==> config.mk <==
export PLATFORM = sky130hd
export DESIGN_NAME = mult_div_unit
export DESIGN_NICKNAME = d
export VERILOG_FILES = /design/src/rtl/mult_div_unit.sv
export SDC_FILE = /design/constraint.sdc
export NUM_CORES = 1
export LEC_CHECK = 0
export CORE_MARGIN = 8
export CORE_UTILIZATION = 30
export CTS_CLUSTER_DIAMETER = 30
export DETAILED_ROUTE_END_ITERATION = 8
export PLACE_DENSITY = 0.58
export SLEW_MARGIN = 10
export SYNTH_ARGS = -nofsm -noshare
export SYNTH_HDL_FRONTEND = slang
export SYNTH_SLANG_ARGS = --single-unit
export TNS_END_PERCENT = 100
==> constraint.sdc <==
create_clock -name clk -period 8.7 [get_ports clk]
set_clock_uncertainty 0.2 [all_clocks]
set_input_delay 1.74 -clock clk [delete_from_list [all_inputs] [get_ports clk]]
set_output_delay 1.74 -clock clk [all_outputs]
set_load 0.05 [all_outputs]
==> src/rtl/mult_div_unit.sv <==
// Sequential signed multiply/divide unit for the multicycle CPU.
// 32 shift-add or restoring-divide iterations, then one sign-fix cycle.
module mult_div_unit (
  input  logic        clk,
  input  logic        reset,
  input  logic        mult_start,
  input  logic        div_start,
  input  logic [31:0] a_in,
  input  logic [31:0] b_in,
  output logic [31:0] hi_out,
  output logic [31:0] lo_out,
  output logic        busy,
  output logic        done,
  output logic        div_zero
);

  localparam logic [1:0] IDLE = 2'd0;
  localparam logic [1:0] MULT = 2'd1;
  localparam logic [1:0] DIV  = 2'd2;
  localparam logic [1:0] FIX  = 2'd3;

  logic [1:0]  state;
  logic [31:0] a_mag;
  logic [31:0] b_mag;
  logic        neg_q;
  logic        neg_r;
  logic        is_div;
  logic [63:0] acc;
  logic [5:0]  cnt;

  logic [32:0] add_sum;
  logic [33:0] trial;
  logic [63:0] prod_fix;
  logic [31:0] q_fix;
  logic [31:0] r_fix;
  logic [31:0] a_abs;
  logic [31:0] b_abs;

  // Magnitude of the most negative value wraps to 2^31, correct as unsigned.
  always_comb begin
    a_abs = a_in[31] ? (~a_in + 32'd1) : a_in;
    b_abs = b_in[31] ? (~b_in + 32'd1) : b_in;
  end

  // MULT: acc = {partial, multiplier}; DIV: acc = {remainder, dividend}.
  always_comb begin
    add_sum  = {1'b0, acc[63:32]} + (acc[0] ? {1'b0, a_mag} : 33'd0);
    trial    = {1'b0, acc[63:31]} - {2'b00, b_mag};
    prod_fix = neg_q ? (~acc + 64'd1) : acc;
    q_fix    = neg_q ? (~acc[31:0] + 32'd1) : acc[31:0];
    r_fix    = neg_r ? (~acc[63:32] + 32'd1) : acc[63:32];
  end

  assign busy = (state != IDLE);

  always_ff @(posedge clk) begin
    if (reset) begin
      state    <= IDLE;
      a_mag    <= '0;
      b_mag    <= '0;
      neg_q    <= 1'b0;
      neg_r    <= 1'b0;
      is_div   <= 1'b0;
      acc      <= '0;
      cnt      <= '0;
      hi_out   <= '0;
      lo_out   <= '0;
      done     <= 1'b0;
      div_zero <= 1'b0;
    end else begin
      done     <= 1'b0;
      div_zero <= 1'b0;
      case (state)
        IDLE: begin
          if (mult_start) begin
            a_mag  <= a_abs;
            b_mag  <= b_abs;
            neg_q  <= a_in[31] ^ b_in[31];
            neg_r  <= a_in[31];
            is_div <= 1'b0;
            acc    <= {32'd0, b_abs};
            cnt    <= '0;
            state  <= MULT;
          end else if (div_start) begin
            if (b_in == 32'd0) begin
              div_zero <= 1'b1;
            end else begin
              a_mag  <= a_abs;
              b_mag  <= b_abs;
              neg_q  <= a_in[31] ^ b_in[31];
              neg_r  <= a_in[31];
              is_div <= 1'b1;
              acc    <= {32'd0, a_abs};
              cnt    <= '0;
              state  <= DIV;
            end
          end
        end
        MULT: begin
          acc <= {add_sum, acc[31:1]};
          cnt <= cnt + 6'd1;
          if (cnt == 6'd31) state <= FIX;
        end
        DIV: begin
          if (trial[33:32] == 2'b00)
            acc <= {trial[31:0], acc[30:0], 1'b1};
          else
            acc <= {acc[62:0], 1'b0};
          cnt <= cnt + 6'd1;
          if (cnt == 6'd31) state <= FIX;
        end
        FIX: begin
          if (is_div) begin
            hi_out <= r_fix;
            lo_out <= q_fix;
          end else begin
            hi_out <= prod_fix[63:32];
            lo_out <= prod_fix[31:0];
          end
          done  <= 1'b1;
          state <= IDLE;
        end
        default: state <= IDLE;
      endcase
    end
  end

endmodule

==> run_results.csv, run 1 <==
group,metric,value,unit
sta,rsz0062_at_grt,"false",
power,p_leak,7.12,nW
place,routabilityCongestion,0.925,
finish,final_area,0.0187,mm²
yosys,ys_seq_area_share,26.8,%
sta,hold_viol,0,
yosys,yosysWarnings,0,
route,num_vias,15200,
yosys,muxShareOfSynthArea,3.50,%
yosys,yosysTopAreaCellShare,26.8,%
yosys,ys_top_cells_by_count,"nor2_1, dfxtp_1, nand2_1",
sta,setup_ws,2.86,ns
global_route,grt_usage,17.4,%
clocking,cts-resized-gates,0,
place,port_buffers,134,
sta,setup_tns,0,ns
global_route,grt-ovfl-total,0,
yosys,synth_edf_count,0,
setup_path,start_kind,"input port",
sta,maxSlewHeadroom,17.4,%
clocking,tritoncts,"built",
global_route,grt_pass1_wl,83100,µm
global_route,grt_pass1_vias,14200,
sta,fmax,171,MHz
floorplan,rows,82,
sta,min_period,5.84,ns
setup_path,crit_type,"input port to flop",
sta,hold_ws,0.252,ns
finish,fin_util,37.3,%
clocking,holdBufCountCts,0,
global_route,grt_max_degree,104,
clocking,root_buffer,"clkbuf_16",
floorplan,core-area,0.0503,mm²
finish,finalNetCount,2157,
route,routed_via_density,5.57,
clocking,clk_path_buf_depth,3,
place,dp.cells,2638,
yosys,synth_most_common_cell,"nor2_1",
yosys,synth_fa_ha_area_share,6.23,%
yosys,synth_compound_area_share,27.9,%
finish,drive_above_1_share,8.35,%
clocking,clkTransAtPathRegs,0.05,ns
clocking,clk_latency,0.55,ns
sta,tightest_slew,1.24,ns
route,route.detailed.drc,0,
yosys,netlist_area,0.0153,mm²
yosys,yosysTopAreaCell,"dfxtp_1",
floorplan,ios,135,
yosys,synth_nets,2099,
floorplan,die_w,242,µm
yosys,synthXorXnorAreaFrac,10.2,%
yosys,synthCells,1956,
clocking,htreeDepth,2,
power,power.total,5.45,mW
worst_hold_path,holdCritPathClass,"flop to flop",
clocking,postCtsSetupBuffers,0,
place,place_area,0.0171,mm²
clocking,cts_sinks,205,
place,hpwlAfterDp,41600,µm
route,wl_per_cell,19.9,µm
floorplan,initial_core_util,30.4,%
route,drtIter0Drc,1344,
sta,setup-violations-final,0,
power,power.density,291,mW/mm²
yosys,synth_top_family_by_area,"compound AO/OA/AOI/OAI gates",
clocking,cts_buffers,46,
finish,fin_cells,2725,
yosys,syn-mean-instance-area,7.83,µm²
outcome,status,"completed",
setup_path,cp_max_fo,44,
yosys,synthTopCellsByArea,"dfxtp_1, ha_1, nor2_1",
floorplan,die_area,0.0585,mm²
route,final_antenna_net_count,0,
yosys,synthFlopType,"dfxtp_1",
place,dp_slack,2.35,ns
setup_path,cp.arrival,6.09,ns
route,wirelength,54200,µm
sta,slew_violations,0,
setup_path,cp-end-kind,"flop",
yosys,synthArstFlopShare,0,%
yosys,ys_ff_latch,205,
sta,fin_crit_sh,67.2,%
yosys,synthSimpleGateAreaFrac,19.8,%
finish,syn2layout_area_growth,22.4,%
power,ir_drop,145,µV
route,drtPass1Iterations,5,
global_route,antenna_found_initial,3,
yosys,netlist-cell-type-count,82,
floorplan,die_h,242,µm
setup_path,cp.required,8.95,ns
run,drv_cap,0,
==> cell type report <==
cell class	count	area, µm²
Fill cell	5196	31500
Sequential cell	205	4100
Timing Repair Buffer	156	1500
Antenna cell	4	10.0
Tap cell	672	841
Clock buffer	59	1260
Clock inverter	24	379
Inverter	64	240
Multi-Input combinational cell	1541	10400
==> path summary, 6_finish.rpt <==
kind	from	endpoint	slack [ns]	depth (start not counted)
worst min register to register	a_mag[6]$_SDFFE_PP0P_	a_mag[6]$_SDFFE_PP0P_	0.25	2
worst min-delay path	a_mag[6]$_SDFFE_PP0P_	a_mag[6]$_SDFFE_PP0P_	0.25	2
worst max-delay path	b_in[8]	acc[54]$_SDFFE_PP0P_	2.86	10
worst max register to register	acc[31]$_SDFFE_PP0P_	acc[37]$_SDFFE_PP0P_	4.29	14
==> where the power goes <==
part	switching (mW)	total (mW)	internal, mW
clock	0.552	1.83	1.28
sequential	0.209	1.36	1.15
combinational	1.47	2.26	0.792
total	2.23	5.45	3.22
==> critical path: stages <==
cell             delay, ns
clkdlybuf4s50_1       0.46
or4_4                 0.56
or4_4                 0.45
or4_1                 0.78
o31ai_1               0.53
nand2_1               0.20
o21ai_4               0.38
buf_4                 0.54
a222oi_1              0.19
nor3_1                0.23
==> cell usage in the layout, fill, tap and decap left out, drive strengths merged, types with 11 or more instances in the layout <==
master and n:
a211oi 130, a21o 35, a21oi 135, a221oi 12, a222oi 20, a22oi 16
a31oi 14, and2 37, buf 24, clkbuf 59, clkdlybuf4s50 132, dfxtp 205
ha 73, inv 66, mux2 20, mux2i 31, nand2 142, nand2b 19
nand3 21, nand4 16, nor2 231, nor3 67, o211ai 19, o21ai 90
o21bai 11, o31ai 29, o41ai 19, or3 19, or4 26, xnor2 82
xor2 97
==> sequential cells by signal (all words and copies together), names as in the netlist <==
register and count:
neg_q 1, neg_r 1, a_mag 32, b_mag 32, lo_out 32, div_zero 1, state 2, hi_out 32
acc 64, done 1, is_div 1, cnt 6
==> layer usage <==
| metal | vias to the layer above | wire length [µm] | track usage [%] |
|---|---|---|---|
| met4 | 0 | 1160 | 5.02 |
| met3 | 77 | 3570 | 3.66 |
| met5 | - | 0 | 0 |
| met2 | 504 | 24200 | 27.3 |
| met1 | 7268 | 25200 | 23.9 |
| li1 | 7323 | - | - |
==> logic make-up (layout without fill, tap and decap cells) <==
logic type,count (synthesis),in the layout
AOI/OAI and AO/OA,605,605
xor gates and xnor gates,179,179
adders and majority gates,75,75
buffers and inverters,210,303
DFF,205,205
muxes,51,51
other,0,4
and+or+nand+nor,631,631
No activity file was read; power rests on OpenSTA's default activity.
==> run 2: changes to the inputs <==
Clock period 8.7 ns to 5.4 ns, I/O delays scaled along.
==> run 2 against run 1 <==
Compared with the run above: hold slack worse by 0.0036 ns; power increased by 66%; first-iteration DRC count grew 13%; register-to-register slack worse by 3.2 ns; global-route usage increased by 0.82 points; non-clock buffer count is 16 higher; critical endpoint is now b_mag[28]$_SDFFE_PP0P_; sequential power rose by 61%; clock power increased by 66%; sequential share of layout area down 0.31 points; die area is the same; final area up 1.4%; cell count rose by 0.84%.
==> run_results.csv, run 2 (same netlist as run 1, synthesis figures left out) <==
group,metric,value,unit
outcome,status,"completed",
sta,fin_crit_sh,84.6,%
setup_path,cp_max_fo,35,
global_route,grt_max_degree,114,
setup_path,crit_type,"input port to flop",
route,drtPass1Iterations,6,
setup_path,critPathMaxStageDelay,0.78,ns
floorplan,ios,135,
finish,final-seq-area,0.00410,mm²
floorplan,die_h,242,µm
clocking,tritoncts,"built",
setup_path,cp-end-kind,"flop",
global_route,grt_util_met3,3.09,%
route,final_antenna_net_count,0,
global_route,grt_usage,18.2,%
floorplan,initial_core_util,30.4,%
finish,final_area,0.0190,mm²
setup_path,r2r_start,"acc[31]$_SDFFE_PP0P_",
clocking,root_buffer,"clkbuf_16",
sta,hold_ws,0.248,ns
route,num_vias,15600,
power,power.density,476,mW/mm²
setup_path,start_kind,"input port",
clocking,holdBufCountCts,0,
sta,setup_tns,0,ns
global_route,antenna_found_initial,2,
place,place_area,0.0173,mm²
global_route,grt-ovfl-total,0,
clocking,clk_latency,0.59,ns
finish,finalNetCount,2177,
setup_path,slowest_stage,"or4_1",
clocking,postCtsSetupBuffers,0,
sta,rsz0062_at_grt,"false",
sta,maxSlewHeadroom,37.9,%
worst_hold_path,hp-start,"a_mag[6]$_SDFFE_PP0P_",
sta,setup-violations-final,0,
clocking,cts_sinks,205,
run,drv_cap,0,
finish,most-common-layout-cells,"nor2_1, dfxtp_1, nand2_1",
worst_hold_path,holdCritPathClass,"flop to flop",
route,routed_via_density,5.66,
global_route,grtUsageMet1,25.0,%
setup_path,cp.arrival,4.78,ns
setup_path,reg2reg_depth,14,
place,hpwlAfterDp,43400,µm
setup_path,crit_start,"b_in[8]",
global_route,grt_pass1_vias,14600,
power,ir_drop,273,µV
finish,largest_register_ffs,64,
route,drtIter0Drc,1518,
finish,final.fill_count,5193,
route,wl_per_cell,20.6,µm
power,p_leak,7.25,nW
setup_path,r2r_slack,1.09,ns
clocking,cts_buffers,50,
route,route.detailed.drc,0,
clocking,clkTransAtPathRegs,0.05,ns
place,port_buffers,134,
clocking,clk_path_buf_depth,3,
finish,top_register,"acc",
setup_path,setup.worst_path.end,"b_mag[28]$_SDFFE_PP0P_",
clocking,htreeDepth,2,
route,wirelength,56600,µm
sta,hold_viol,0,
setup_path,critPathMostFrequentCell,"or4_4",
setup_path,cp.required,5.61,ns
setup_path,cp_cell_sequence,"clkdlybuf4s50_1 -> or4_4 -> or4_4 -> or4_1 -> or3_1 -> and2_4 -> nor2_2 -> nor2_4 -> buf_4 -> nor2_1 -> a211oi_1",
global_route,grt_pass1_wl,87000,µm
sta,tightest_slew,0.931,ns
sta,fmax,219,MHz
setup_path,regToRegEndpoint,"acc[57]$_SDFFE_PP0P_",
finish,drive_above_1_share,9.73,%
floorplan,core-area,0.0503,mm²
place,routabilityCongestion,0.967,
finish,layout_commonest_cell,"nor2_1",
finish,multi_input_area,0.0104,mm²
clocking,cts-resized-gates,0,
floorplan,die_area,0.0585,mm²
global_route,use_met2,28.9,%
floorplan,die_w,242,µm
global_route,busiest_layer,"met2",
sta,min_period,4.57,ns
floorplan,rows,82,
sta,slew_violations,0,
finish,syn2layout_area_growth,24.1,%
power,power.total,9.04,mW
[run 2: layer usage]
metal,up-vias,wire (µm)
li1,7347,-
met1,7503,25800
met2,624,25400
met3,92,3920
met4,0,1450
met5,-,0
[run 2: worst min path at each step]
stage | endpoint | slack, ns | cells past startpoint
finish | a_mag[6]$_SDFFE_PP0P_ | 0.25 | 2
global route | a_mag[6]$_SDFFE_PP0P_ | 0.27 | 2
CTS | a_mag[6]$_SDFFE_PP0P_ | 0.25 | 2
detailed placement | a_mag[6]$_SDFFE_PP0P_ | 0.24 | 2
global placement | a_mag[6]$_SDFFE_PP0P_ | 0.24 | 2
floorplan | a_mag[0]$_SDFFE_PP0P_ | 0.23 | 2
[run 2: metrics by stage]
stage               cells  util (%)  worst slack (ns)
floorplan            1956         -              1.24
global placement     2654      34.3             0.341
detailed placement   2654      34.3             0.306
CTS                  2747      37.8             0.902
global route         2748      37.8             0.677
finish               2748      37.8             0.834
[run 2: critical path: cells and delay by family]
kind	cells	cell delay [ns]
AOI/OAI and AO/OA	1	0.06
buffers and inverters	2	0.77
and+or+nand+nor	8	2.84
[run 2: area by class of cell]
| cell class | instances | share of cell area (%) |
|---|---|---|
| multi-input cells | 1541 | 54.7 |
| flip-flops and latches | 205 | 21.6 |
| repair buffers | 172 | 8.81 |
| clock buffers | 55 | 6.84 |
| well taps | 672 | 4.43 |
| clock inverters | 38 | 2.33 |
| inverters | 64 | 1.26 |
| diodes | 1 | 0.0132 |
[run 2: power breakdown]
part / switching [mW] / internal [mW]
clock network: 1.08 / 1.96
logic: 2.44 / 1.36
registers: 0.343 / 1.85
total: 3.86 / 5.18
==> run 3: changes to the inputs <==
Settings changed: PLACE_DENSITY 0.58 to 0.6.
Clock period 5.4 ns to 4.05 ns, I/O delays scaled along.
==> run 3 against run 2 <==
Compared with the run above: highest routed layer unchanged; largest power group unchanged; sequential share of layout area decreased by 1.3 points; hold slack improved by 0.0013 ns; via count increased by 2.7%; combinational power increased by 43%; largest cell class unchanged; non-clock buffer count increased by 153.
==> run_results.csv, run 3 (same netlist as run 1, synthesis figures left out) <==
group,metric,value,unit
outcome,status,"completed",
sta,hold_viol,0,
route,route.detailed.drc,0,
setup_path,cp-end-kind,"flop",
sta,tightest_slew,0.928,ns
global_route,grt_usage,18.6,%
global_route,grt-ovfl-total,0,
global_route,busiest_layer,"met2",
finish,top_register,"acc",
finish,layout_commonest_cell,"nor2_1",
finish,finalNetCount,2328,
finish,largest_register_ffs,64,
setup_path,crit_start,"b_in[9]",
route,final_antenna_net_count,0,
setup_path,cp_max_fo,5,
global_route,grtUsageMet1,25.3,%
clocking,cts_sinks,205,
route,drtPass1Iterations,7,
global_route,grt_util_met3,3.48,%
place,port_buffers,134,
floorplan,core-area,0.0503,mm²
finish,drive_above_1_share,16.2,%
finish,final_area,0.0202,mm²
clocking,tritoncts,"built",
global_route,grt_pass1_wl,88300,µm
sta,rsz0062_at_grt,"false",
sta,min_period,3.89,ns
clocking,cts_buffers,48,
worst_hold_path,holdCritPathClass,"flop to flop",
global_route,use_met2,29.4,%
worst_hold_path,hp-start,"a_mag[29]$_SDFFE_PP0P_",
place,hpwlAfterDp,45400,µm
route,drtIter0Drc,1603,
sta,fmax,257,MHz
finish,diodes,0,
sta,hold_ws,0.250,ns
setup_path,crit_type,"input port to flop",
floorplan,ios,135,
sta,setup-violations-final,0,
route,routed_via_density,5.52,
power,power.total,12.4,mW
sta,fin_crit_sh,95.9,%
route,wl_per_cell,20.0,µm
route,num_vias,16000,
clocking,clkTransAtPathRegs,0.05,ns
route,wirelength,57800,µm
setup_path,critPathMaxStageDelay,0.54,ns
clocking,htreeDepth,2,
global_route,antenna_found_initial,1,
sta,slew_violations,0,
setup_path,cp.arrival,4.09,ns
floorplan,initial_core_util,30.4,%
sta,maxSlewHeadroom,37.9,%
floorplan,die_h,242,µm
place,routabilityCongestion,0.944,
clocking,clk_latency,0.56,ns
setup_path,cp_cell_sequence,"clkdlybuf4s50_1 -> or4_4 -> or4_4 -> or3_1 -> or3_1 -> o21ai_0 -> xor2_1 -> mux2i_1 -> a21oi_1 -> a211oi_1",
place,place_area,0.0184,mm²
global_route,grt_max_degree,88,
setup_path,r2r_start,"b_mag[0]$_SDFFE_PP0P_",
setup_path,slowest_stage,"or4_4",
floorplan,rows,82,
setup_path,cp.required,4.26,ns
power,p_leak,8.03,nW
power,ir_drop,406,µV
floorplan,die_area,0.0585,mm²
clocking,root_buffer,"clkbuf_16",
global_route,grt_pass1_vias,15000,
power,power.density,613,mW/mm²
setup_path,start_kind,"input port",
finish,most-common-layout-cells,"nor2_1, dfxtp_1, buf_4",
finish,syn2layout_area_growth,32.1,%
clocking,clk_path_buf_depth,3,
floorplan,die_w,242,µm
run,drv_cap,0,
finish,fin_util,40.2,%
run 3: changes by cell type in the layout (fill, tap and decap cells not counted), sizes merged:
| cell | previous run | this run |
|---|---|---|
| buf | 40 | 192 |
| bufinv | 4 | 6 |
| clkbuf | 55 | 57 |
| clkinv | 23 | 14 |
| clkinvlp | 7 | 4 |
| diode | 1 | 0 |
| inv | 68 | 74 |
run 3: final timing paths:
kind | endpoint | slack, ns | cells after the start
setup / recovery | acc[23]$_SDFFE_PP0P_ | 0.16 | 10
hold / removal | a_mag[29]$_SDFFE_PP0P_ | 0.25 | 2
setup reg to reg | acc[40]$_SDFFE_PP0P_ | 0.17 | 14
hold reg to reg | a_mag[29]$_SDFFE_PP0P_ | 0.25 | 2
run 3: what timing repair did:
action,4_1_cts,5_1_grt
buffers inserted,0,2
setup endpoints to repair,0,62
hold buffers,0,0
resized for setup,0,8
run 3: area by class of cell:
class                      instances  area, µm²
clock buffer                      56       1290
clock inverter                    34        424
fill                            5110      30100
inverter                          64        240
multi-input combinational       1541      10400
sequential                       205       4110
tap                              672        841
timing repair buffer             325       2890
run 3: power by group:
group / switching (mW) / total, mW / internal [mW]
Clock: 1.36 / 4.06 / 2.70
Combinational: 3.36 / 5.44 / 2.08
Sequential: 0.422 / 2.89 / 2.47
run 3: through the flow:
step	worst slack (ns)	setup TNS (ns)	instances
global placement	-0.496	-51.75	2804
global route	0.00963	0	2897
CTS	0.0255	0	2894
detailed placement	-0.538	-57.80	2804
floorplan	0.156	0	1956
finish	0.165	0	2897
run 3: worst max-delay path, delay by kind of cell:
kind | cells | cell delay, ns
buf+inv | 1 | 0.42
compound gates | 3 | 0.53
xor+xnor | 1 | 0.27
mux | 1 | 0.17
simple gates | 4 | 1.90
run 3: layer usage:
| layer | share of wire [%] | vias up |
|---|---|---|
| met3 | 7.4 | 119 |
| li1 | - | 7675 |
| met2 | 44 | 640 |
| met1 | 46 | 7550 |
| met4 | 3.0 | 0 |
| met5 | 0 | - |
